<file path="src/rtl/multicycle_ctrl_fsm_pkg.sv">
// ctrl_pkg: shared encodings for the multi-cycle RV32I control unit.
// Holds opcodes, the FSM state enum, ALU operation codes and mux selects.
package ctrl_pkg;

    localparam logic [6:0] OP_R  = 7'b0110011;
    localparam logic [6:0] OP_I  = 7'b0010011;
    localparam logic [6:0] OP_LD = 7'b0000011;
    localparam logic [6:0] OP_ST = 7'b0100011;
    localparam logic [6:0] OP_BR = 7'b1100011;

    typedef enum logic [3:0] {
        S_FETCH  = 4'd0,
        S_DECODE = 4'd1,
        S_EXEC   = 4'd2,
        S_WB     = 4'd3,
        S_ADDR   = 4'd4,
        S_MEM    = 4'd5,
        S_LDWB   = 4'd6,
        S_BRANCH = 4'd7,
        S_TRAP   = 4'd8
    } state_t;

    localparam logic [3:0] ALU_ADD = 4'b0000;
    localparam logic [3:0] ALU_SUB = 4'b0001;
    localparam logic [3:0] ALU_AND = 4'b0010;
    localparam logic [3:0] ALU_OR  = 4'b0011;
    localparam logic [3:0] ALU_XOR = 4'b0100;
    localparam logic [3:0] ALU_SLT = 4'b0101;
    localparam logic [3:0] ALU_SLL = 4'b0110;
    localparam logic [3:0] ALU_SRL = 4'b0111;
    localparam logic [3:0] ALU_SRA = 4'b1000;

    localparam logic [1:0] PC_SRC_PC4 = 2'b00;
    localparam logic [1:0] PC_SRC_TGT = 2'b01;

    localparam logic [1:0] ALUB_RS2  = 2'b00;
    localparam logic [1:0] ALUB_IMM  = 2'b01;
    localparam logic [1:0] ALUB_FOUR = 2'b10;

endpackage

</file>
<file path="src/rtl/multicycle_ctrl_fsm_if.sv">
// multicycle_ctrl_fsm_if: instruction/data memory handshake bundle.
// master = control FSM (issues requests), slave = memory side.
interface multicycle_ctrl_fsm_if;
    logic [31:0] instr;
    logic        imem_req;
    logic        imem_ready;
    logic        dmem_req;
    logic        dmem_we;
    logic        dmem_ready;

    modport master (
        output imem_req, dmem_req, dmem_we,
        input  instr, imem_ready, dmem_ready
    );

    modport slave (
        input  imem_req, dmem_req, dmem_we,
        output instr, imem_ready, dmem_ready
    );
endinterface

</file>
<file path="src/rtl/multicycle_ctrl_fsm_alu_op_decode.sv">
// alu_op_decode: {opcode, funct7[5], funct3} -> 4-bit ALU operation for EXEC.
// Anything that is not R/I-type, or an unlisted funct3, falls back to ADD.
module alu_op_decode
    import ctrl_pkg::*;
(
    input  logic [6:0] opcode,
    input  logic       f7b5,
    input  logic [2:0] funct3,
    output logic [3:0] alu_ctr
);

    logic is_r;
    assign is_r = (opcode == OP_R);

    // funct3 table; bit 30 only selects SUB (R-type) and SRA/SRAI
    always_comb begin
        alu_ctr = ALU_ADD;
        if (is_r || opcode == OP_I) begin
            case (funct3)
                3'b000:  alu_ctr = (is_r && f7b5) ? ALU_SUB : ALU_ADD;
                3'b001:  alu_ctr = ALU_SLL;
                3'b010:  alu_ctr = ALU_SLT;
                3'b100:  alu_ctr = ALU_XOR;
                3'b101:  alu_ctr = f7b5 ? ALU_SRA : ALU_SRL;
                3'b110:  alu_ctr = ALU_OR;
                3'b111:  alu_ctr = ALU_AND;
                default: alu_ctr = ALU_ADD;
            endcase
        end
    end

endmodule

</file>
<file path="src/rtl/multicycle_ctrl_fsm.sv">
// multicycle_ctrl_fsm: multi-cycle RV32I control unit.
// FETCH/DECODE/EXEC/WB, ADDR/MEM/LDWB and BRANCH sequencing with memory
// ready handshakes and an instructions-retired counter.
// Build option ILLEGAL_TRAP_EN: illegal opcodes park in TRAP and raise
// illegal_o; without it they retire as NOPs.
module multicycle_ctrl_fsm
    import ctrl_pkg::*;
#(
    parameter int RET_W    = 32,
    parameter int ALUCTR_W = 4
) (
    input  logic                clk,
    input  logic                rst_n,
    multicycle_ctrl_fsm_if.master mem,
    input  logic                alu_zero,
    output logic                ir_write,
    output logic                pc_write,
    output logic [1:0]          pc_src,
    output logic                alu_src_a,
    output logic [1:0]          alu_src_b,
    output logic [ALUCTR_W-1:0] alu_ctr,
    output logic                reg_write,
    output logic                mem_to_reg,
    output logic                tgt_write,
    output logic [RET_W-1:0]    instret,
    output logic [3:0]          state_o
`ifdef ILLEGAL_TRAP_EN
    ,
    output logic                illegal_o
`endif
);

    state_t     state, state_nxt;
    logic       retire;
    // Only the fields the control path decodes are kept from the IR.
    logic [6:0] ir_op;
    logic [2:0] ir_f3;
    logic       ir_b30;
    logic [3:0] exec_ctr;
    logic       taken;
    logic       unused_instr;

    assign unused_instr = ^{mem.instr[31], mem.instr[29:15], mem.instr[11:7]};

    alu_op_decode u_alu_op_decode (
        .opcode  (ir_op),
        .f7b5    (ir_b30),
        .funct3  (ir_f3),
        .alu_ctr (exec_ctr)
    );

    assign taken   = ((ir_f3 == 3'b000) &&  alu_zero) ||
                     ((ir_f3 == 3'b001) && !alu_zero);
    assign state_o = rst_n ? state : S_FETCH;

`ifdef ILLEGAL_TRAP_EN
    assign illegal_o = rst_n && (state == S_TRAP);
`endif

    // State, IR fields and retire counter; reset abandons any instruction
    always_ff @(posedge clk) begin
        if (!rst_n) begin
            state   <= S_FETCH;
            ir_op   <= '0;
            ir_f3   <= '0;
            ir_b30  <= 1'b0;
            instret <= '0;
        end else begin
            state <= state_nxt;
            if (ir_write) begin
                ir_op  <= mem.instr[6:0];
                ir_f3  <= mem.instr[14:12];
                ir_b30 <= mem.instr[30];
            end
            if (retire) instret <= instret + 1'b1;
        end
    end

    // Next state and Moore outputs; handshake strobes qualified by ready
    always_comb begin
        state_nxt    = state;
        retire       = 1'b0;
        mem.imem_req = 1'b0;
        mem.dmem_req = 1'b0;
        mem.dmem_we  = 1'b0;
        ir_write     = 1'b0;
        pc_write     = 1'b0;
        pc_src       = PC_SRC_PC4;
        alu_src_a    = 1'b0;
        alu_src_b    = ALUB_RS2;
        alu_ctr      = '0;
        reg_write    = 1'b0;
        mem_to_reg   = 1'b0;
        tgt_write    = 1'b0;
        if (rst_n) begin
            case (state)
                S_FETCH: begin
                    mem.imem_req = 1'b1;
                    if (mem.imem_ready) begin
                        ir_write  = 1'b1;
                        pc_write  = 1'b1;
                        state_nxt = S_DECODE;
                    end
                end
                S_DECODE: begin
                    // Precompute the branch target while the opcode is decoded
                    alu_src_a = 1'b1;
                    alu_src_b = ALUB_IMM;
                    alu_ctr   = ALUCTR_W'(ALU_ADD);
                    tgt_write = 1'b1;
                    case (ir_op)
                        OP_R, OP_I:   state_nxt = S_EXEC;
                        OP_LD, OP_ST: state_nxt = S_ADDR;
                        OP_BR:        state_nxt = S_BRANCH;
                        default: begin
`ifdef ILLEGAL_TRAP_EN
                            state_nxt = S_TRAP;
`else
                            state_nxt = S_FETCH;
                            retire    = 1'b1;
`endif
                        end
                    endcase
                end
                S_EXEC: begin
                    alu_src_b = (ir_op == OP_R) ? ALUB_RS2 : ALUB_IMM;
                    alu_ctr   = ALUCTR_W'(exec_ctr);
                    state_nxt = S_WB;
                end
                S_WB: begin
                    reg_write = 1'b1;
                    retire    = 1'b1;
                    state_nxt = S_FETCH;
                end
                S_ADDR: begin
                    alu_src_b = ALUB_IMM;
                    alu_ctr   = ALUCTR_W'(ALU_ADD);
                    state_nxt = S_MEM;
                end
                S_MEM: begin
                    mem.dmem_req = 1'b1;
                    mem.dmem_we  = (ir_op == OP_ST);
                    if (mem.dmem_ready) begin
                        if (ir_op == OP_ST) begin
                            retire    = 1'b1;
                            state_nxt = S_FETCH;
                        end else begin
                            state_nxt = S_LDWB;
                        end
                    end
                end
                S_LDWB: begin
                    reg_write  = 1'b1;
                    mem_to_reg = 1'b1;
                    retire     = 1'b1;
                    state_nxt  = S_FETCH;
                end
                S_BRANCH: begin
                    alu_src_b = ALUB_RS2;
                    alu_ctr   = ALUCTR_W'(ALU_SUB);
                    pc_src    = PC_SRC_TGT;
                    pc_write  = taken;
                    retire    = 1'b1;
                    state_nxt = S_FETCH;
                end
`ifdef ILLEGAL_TRAP_EN
                // Parked until reset, all outputs low
                S_TRAP: state_nxt = S_TRAP;
`endif
                default: state_nxt = S_FETCH;
            endcase
        end
    end

endmodule

</file>
<file path="src/flat_wrapper.sv">
// flat-port wrapper written by rule: the top's interface ports become plain ports
module multicycle_ctrl_fsm_flat import ctrl_pkg::*;
#(
    parameter int RET_W    = 32,
    parameter int ALUCTR_W = 4
)
  (clk, rst_n, alu_zero, ir_write, pc_write, pc_src, alu_src_a, alu_src_b, alu_ctr, reg_write, mem_to_reg, tgt_write, instret, state_o, mem_imem_req, mem_dmem_req, mem_dmem_we, mem_instr, mem_imem_ready, mem_dmem_ready);
  multicycle_ctrl_fsm_if mem_i ();
  input  logic clk;
  input  logic rst_n;
  input  logic alu_zero;
  output logic ir_write;
  output logic pc_write;
  output logic [1:0] pc_src;
  output logic alu_src_a;
  output logic [1:0] alu_src_b;
  output logic [ALUCTR_W-1:0] alu_ctr;
  output logic reg_write;
  output logic mem_to_reg;
  output logic tgt_write;
  output logic [RET_W-1:0] instret;
  output logic [3:0] state_o;
  output wire logic [$bits(mem_i.imem_req)-1:0] mem_imem_req;
  output wire logic [$bits(mem_i.dmem_req)-1:0] mem_dmem_req;
  output wire logic [$bits(mem_i.dmem_we)-1:0] mem_dmem_we;
  input wire logic [$bits(mem_i.instr)-1:0] mem_instr;
  input wire logic [$bits(mem_i.imem_ready)-1:0] mem_imem_ready;
  input wire logic [$bits(mem_i.dmem_ready)-1:0] mem_dmem_ready;
  assign mem_imem_req = mem_i.imem_req;
  assign mem_dmem_req = mem_i.dmem_req;
  assign mem_dmem_we = mem_i.dmem_we;
  assign mem_i.instr = mem_instr;
  assign mem_i.imem_ready = mem_imem_ready;
  assign mem_i.dmem_ready = mem_dmem_ready;
  multicycle_ctrl_fsm #(.RET_W(RET_W), .ALUCTR_W(ALUCTR_W)) u_core (.clk(clk), .rst_n(rst_n), .mem(mem_i), .alu_zero(alu_zero), .ir_write(ir_write), .pc_write(pc_write), .pc_src(pc_src), .alu_src_a(alu_src_a), .alu_src_b(alu_src_b), .alu_ctr(alu_ctr), .reg_write(reg_write), .mem_to_reg(mem_to_reg), .tgt_write(tgt_write), .instret(instret), .state_o(state_o));
endmodule
</file>
<file path="config.mk">
export PLATFORM = sky130hd
export DESIGN_NAME = multicycle_ctrl_fsm_flat
export DESIGN_NICKNAME = d
export VERILOG_FILES = /design/src/rtl/multicycle_ctrl_fsm_pkg.sv /design/src/rtl/multicycle_ctrl_fsm_if.sv /design/src/rtl/multicycle_ctrl_fsm_alu_op_decode.sv /design/src/rtl/multicycle_ctrl_fsm.sv /design/src/flat_wrapper.sv
export SDC_FILE = /design/constraint.sdc
export NUM_CORES = 1
export LEC_CHECK = 0
export CORE_ASPECT_RATIO = 1.25
export CORE_UTILIZATION = 46
export DETAILED_ROUTE_END_ITERATION = 10
export GPL_ROUTABILITY_DRIVEN = 0
export HOLD_SLACK_MARGIN = 0.12
export PLACE_DENSITY = 0.81
export SLEW_MARGIN = 20
export SYNTH_ARGS = -nofsm -noshare
export SYNTH_HDL_FRONTEND = slang
export SYNTH_SLANG_ARGS = --single-unit
</file>
<file path="constraint.sdc">
create_clock -name clk -period 2.35 [get_ports clk]
set_clock_uncertainty 0.15 [all_clocks]
set_input_delay 0.47 -clock clk [delete_from_list [all_inputs] [get_ports clk]]
set_output_delay 0.47 -clock clk [all_outputs]
set_load 0.05 [all_outputs]
</file>
# ---- Word-level counts from Yosys, hierarchy flattened
# Cells that the tools add are included.
# W data, S select, Z words.
dict set report word_totals {
  register_bits 47
  output_inout_bits 53
  inputBits 37
}
dict set report classes {
  eq_ne 20
  n_addsub 1
  mux 39
  reduce_logical 15
}
# op n
set ops {}
lappend ops {{$add A32 B1 Y32 const B} 1}
lappend ops {{$pmux W4 S7} 1}
lappend ops {{$mux W4} 6}
lappend ops {{$mux W1} 23}
lappend ops {{$pmux W4 S5} 1}
lappend ops {{$eq A4 B3 Y1 const B} 4}
lappend ops {{$eq A7 B6 Y1 const B} 2}
lappend ops {{$eq A3 B3 Y1 const B} 4}
lappend ops {{$pmux W3 S3} 1}
lappend ops {{$eq A4 B2 Y1 const B} 2}
lappend ops {{$pmux W4 S2} 1}
lappend ops {{$reduce_or A2 Y1} 4}
lappend ops {{$eq A7 B2 Y1 const B} 1}
lappend ops {{$eq A7 B5 Y1 const B} 1}
lappend ops {{$eq A7 B7 Y1 const B} 1}
lappend ops {{$reduce_or A5 Y1} 1}
lappend ops {{$eq A4 B1 Y1 const B} 1}
lappend ops {{$logic_not A4 Y1} 1}
lappend ops {{$mux W2} 2}
lappend ops {{$ne A2 B2 Y1 const B} 2}
lappend ops {{$pmux W2 S2} 1}
lappend ops {{$eq A3 B1 Y1 const B} 1}
lappend ops {{$eq A3 B2 Y1 const B} 1}
lappend ops {{$logic_and A1 B1 Y1} 3}
lappend ops {{other kinds (8)} 9}

# ---- Longest topological paths before layout
dict set report depth {
  word_depth 7
  depth_mapped 8
  depth_no_buf 6
}

# ---- By module
# From an unflattened synthesis, not the netlist that was laid out.
dict set report hier_totals {
  cells_unflattened 334
  hier_area_um2 2615.0
}
# mod seq_area_each_um2 instances cells_each area_each_um2
set modules_own_cells {}
lappend modules_own_cells {multicycle_ctrl_fsm 920.9 1 319 2487.4}
lappend modules_own_cells {alu_op_decode 0.0 1 15 127.6}

# ---- Worst setup path before layout
# OpenSTA, ideal clock, no wires.
dict set report synth_path {
  kind {register to output}
  start {reg u_core.state[1]}
  end {out alu_ctr[2]}
  path_slack_ns -1.890
  path_stages_with_launch 6
  required_ns 1.730
  path_buffers 1
  arrival_time_ns 3.620
  cell_sequence {dfxtp_1 buf_2 nand2_1 inv_1 nand3_1 a2111oi_0}
}
dict set report synth_between {
  elab_chain_len 3
}
# item line
set synth_rtl {}
lappend synth_rtl {{from (decl)} multicycle_ctrl_fsm.sv:33} ;# state_t state, state_nxt;
lappend synth_rtl {{from (signal assigned)} multicycle_ctrl_fsm.sv:69} ;# state <= state_nxt;
lappend synth_rtl {{$eq A4 B3 Y1 or $eq A4 B2 Y1 (tied branches)} multicycle_ctrl_fsm.sv:96} ;# case (state)
lappend synth_rtl {{$pmux W4 S2 (*)} multicycle_ctrl_fsm.sv:96}
lappend synth_rtl {{$mux W4 (*)} multicycle_ctrl_fsm.sv:95} ;# if (rst_n) begin
lappend synth_rtl {{to (decl)} flat_wrapper.sv:17} ;# output logic [ALUCTR_W-1:0] alu_ctr;
# Every way passes the cells marked *; elsewhere a longest branch is shown, timed or not.

# ---- Final worst setup path
dict set report layout_path {
  start {reg u_core.ir_op[3]}
  end {out alu_ctr[0]}
}
dict set report layout_between {
  elab_chain_len 7
}
# item line
set layout_rtl {}
lappend layout_rtl {{from (decl)} multicycle_ctrl_fsm.sv:36} ;# logic [6:0] ir_op;
lappend layout_rtl {{from (signal assigned)} multicycle_ctrl_fsm.sv:71} ;# ir_op <= mem.instr[6:0];
lappend layout_rtl {{$eq A7 B6 Y1} multicycle_ctrl_fsm_alu_op_decode.sv:13} ;# assign is_r = (opcode == OP_R);
lappend layout_rtl {{$logic_and A1 B1 Y1} multicycle_ctrl_fsm_alu_op_decode.sv:20} ;# 3'b000: alu_ctr = (is_r && f7b5) ? ALU_SUB : ALU_ADD;
lappend layout_rtl {{$mux W1} multicycle_ctrl_fsm_alu_op_decode.sv:20}
lappend layout_rtl {{$pmux W4 S7} multicycle_ctrl_fsm_alu_op_decode.sv:19} ;# case (funct3)
lappend layout_rtl {{$mux W4 (*)} multicycle_ctrl_fsm_alu_op_decode.sv:18} ;# if (is_r || opcode == OP_I) begin
lappend layout_rtl {{$pmux W4 S2 (*)} multicycle_ctrl_fsm.sv:96}
lappend layout_rtl {{$mux W4 (*)} multicycle_ctrl_fsm.sv:95}
# Marked as above.

==> run summary <==
Root buffer cell - clkbuf_8
CTS tree - yes
Vias per Instance - 6.04
Drt initial violations - 208
Run status - complete, but fails checks
Met2 wire length - 4.59 mm
Antenna Violating Nets Remaining - 0
Number of max-cap violations - 0
Post-route insts no fill - 493
Worst-skew pair later-pin latency - 0.30 ns
Die height - 86.3 um
GRT Total Usage - 23.3%
Routed via count - 2,978
Residual DRC count - 0
Maximum clock insertion buffer count - 2
Rows - 30
Area leader, netlist - dfxtp_1
R2R setup slack - -0.09 ns
Initial core utilization - 48.1%
Worst EP arrival - 1.88 ns
Tightest Pin Transition - 0.580 ns
Grt ovf - 0
Ys flop type - dfxtp_1
Final-stage net count - 467
Synth Instances - 329
Setup violations, final - 15
Maximum vdd ir drop - 0.332 mV
Startpoint Class - flop
Num CTS Buffers - 5
Dpl ws - -0.306 ns
Worst Path Max Fanout - 4
Initial antenna violation count - 0
Post-synth top cells - 46 x dfxtp_1, 44 x nand2_1, 29 x a21oi_1
Met3 wire len - 475 um
WS Path Type - reg -> out
Leakage - 1.50 nW
Detailed Place HPWL - 4.98 mm
Worst Setup End Kind - primary output
Failing checks - negative setup slack
Worst-path clk slew - 0.07 ns
Top cells by area, synth - dfxtp_1 35%, nand2_1 6.3%, a21oi_1 5.5%
Hold buffers post-CTS - 0
YS warnings - 0
Fmax - 400 MHz
Synth async-reset ratio - 0%
Global-route wire length before repair - 11.5 mm
Pre-antenna DRT Iters - 4
Met1 WL - 3.26 mm
Final worst slack - -0.147 ns
Cell area after technology mapping - 0.00262 mm^2
Die X - 69.5 um
DP Cell Count - 471
RSZ-0062 raised after global routing - yes
Largest net degree at the start of global routing - 35
EDFF count, synth - 0
# diodes - 0
Fin. Hold Viols - 0
PwrDens - 373 mW/mm^2
Crit path time final - 2.50 ns
Die ar. - 0.00600 mm^2
Post-synthesis sequential area ratio - 35.2%
Core ar. - 0.00544 mm^2
WL final - 8.53 mm
Min-delay worst type - reg -> reg
DR top layer - met4
Top-count cell post-synth - dfxtp_1
Port Buf Inserts - 65
Netlist cell types - 58
CP Data Required Time - 1.73 ns
Share of layout cells above drive strength 1 - 31.9%
IO Pins - 90
Post-synthesis register bit count - 46
Tcrit/Tclk final - 106%
Avg Cell Area, Syn - 7.95 um^2
Final Max Slew Viols - 0
Worst-case headroom to the max-slew limit - 61.3%
DR WL/cell - 17.3 um
Total clock sinks - 46
Area grow syn2layout - 61.7%
Vias in the first global route - 2,573
H-tree levels - 2
Yosys top cell area share - 35.2%
-- critical path, stage by stage (launching register included) --
cell and delay (ns):
dfxtp_2 0.32, nand4bb_4 0.22, buf_6 0.14, nor3b_2 0.14, buf_4 0.16, nand3_4 0.13, buf_4 0.18, o21ai_4 0.14
buf_12 0.15
-- state kept, by name (all words and copies together) (netlist names) --
register / cells
u_core.instret: 32
u_core.state: 3
u_core.ir_f3: 3
u_core.ir_b30: 1
u_core.ir_op: 7
-- power by group --
group,total (mW),switching (mW),internal (mW)
clock network,0.452,0.246,0.205
registers,0.825,0.0256,0.799
logic,0.301,0.173,0.128
-- path summary, 6_finish.rpt --
check	start	to	depth (start not counted)
setup reg to reg	u_core.ir_op[3]	u_core.instret[16]	10
setup / recovery	u_core.ir_op[3]	alu_ctr[0]	8
hold / removal	u_core.ir_op[2]	u_core.ir_op[2]	2
hold reg to reg	u_core.ir_op[2]	u_core.ir_op[2]	2
-- routing by layer --
layer  track usage, %  up-vias
li1                 -     1399
met1             27.3     1432
met2             44.0      126
met3             3.26       21
met4             6.68        0
met5                0        -
-- layout make-up --
type                            instances  area [um^2]
Inverter                               12         48.8
Clock buffer                            7         76.3
Fill cell                             335         1210
Multi-Input combinational cell        251         1870
Tap cell                               64         80.1
Timing Repair Buffer                  113         1230
Sequential cell                        46          926
-- cell usage in the layout, fill, tap and decap left out, types with 11 or more instances in the layout --
master	instances
a21oi_1	18
a21oi_2	11
buf_12	18
buf_4	38
clkdlybuf4s50_1	46
dfxtp_1	42
nand2_1	41
nand3_1	18
nor2_1	15
o21ai_0	17
-- kinds of logic after synthesis --
kind of cell | synth area share, %
AO/OA/AOI/OAI | 17.8
XOR/XNOR | 1.00
adder cells (fa/ha/maj) | 0.478
buffers and inverters | 7.60
flip-flops | 35.2
multiplexers | 2.34
other | 0.143
AND/OR/NAND/NOR | 35.4
-- through the flow --
stage	area [um^2]	setup TNS, ns	power, mW	hold slack [ns]	utilization (%)
2_1_floorplan	2710	-0.0711	1.00	0.284	-
3_3_place_gp	3750	-7.16	1.10	0.294	68.9
3_5_place_dp	3750	-3.99	1.11	0.306	69.0
4_1_cts	3870	-0.555	1.55	0.324	71.2
5_1_grt	4230	-2.04	1.64	0.339	77.7
6_report	4230	-0.925	1.58	0.317	77.7
-- what timing repair did --
action,4_1_cts,5_1_grt
resized for setup,9,53
setup endpoints to repair,9,32
pin swaps,2,40
cloned,0,4
buffers inserted,1,10
Power figures use the tool's default switching activity.
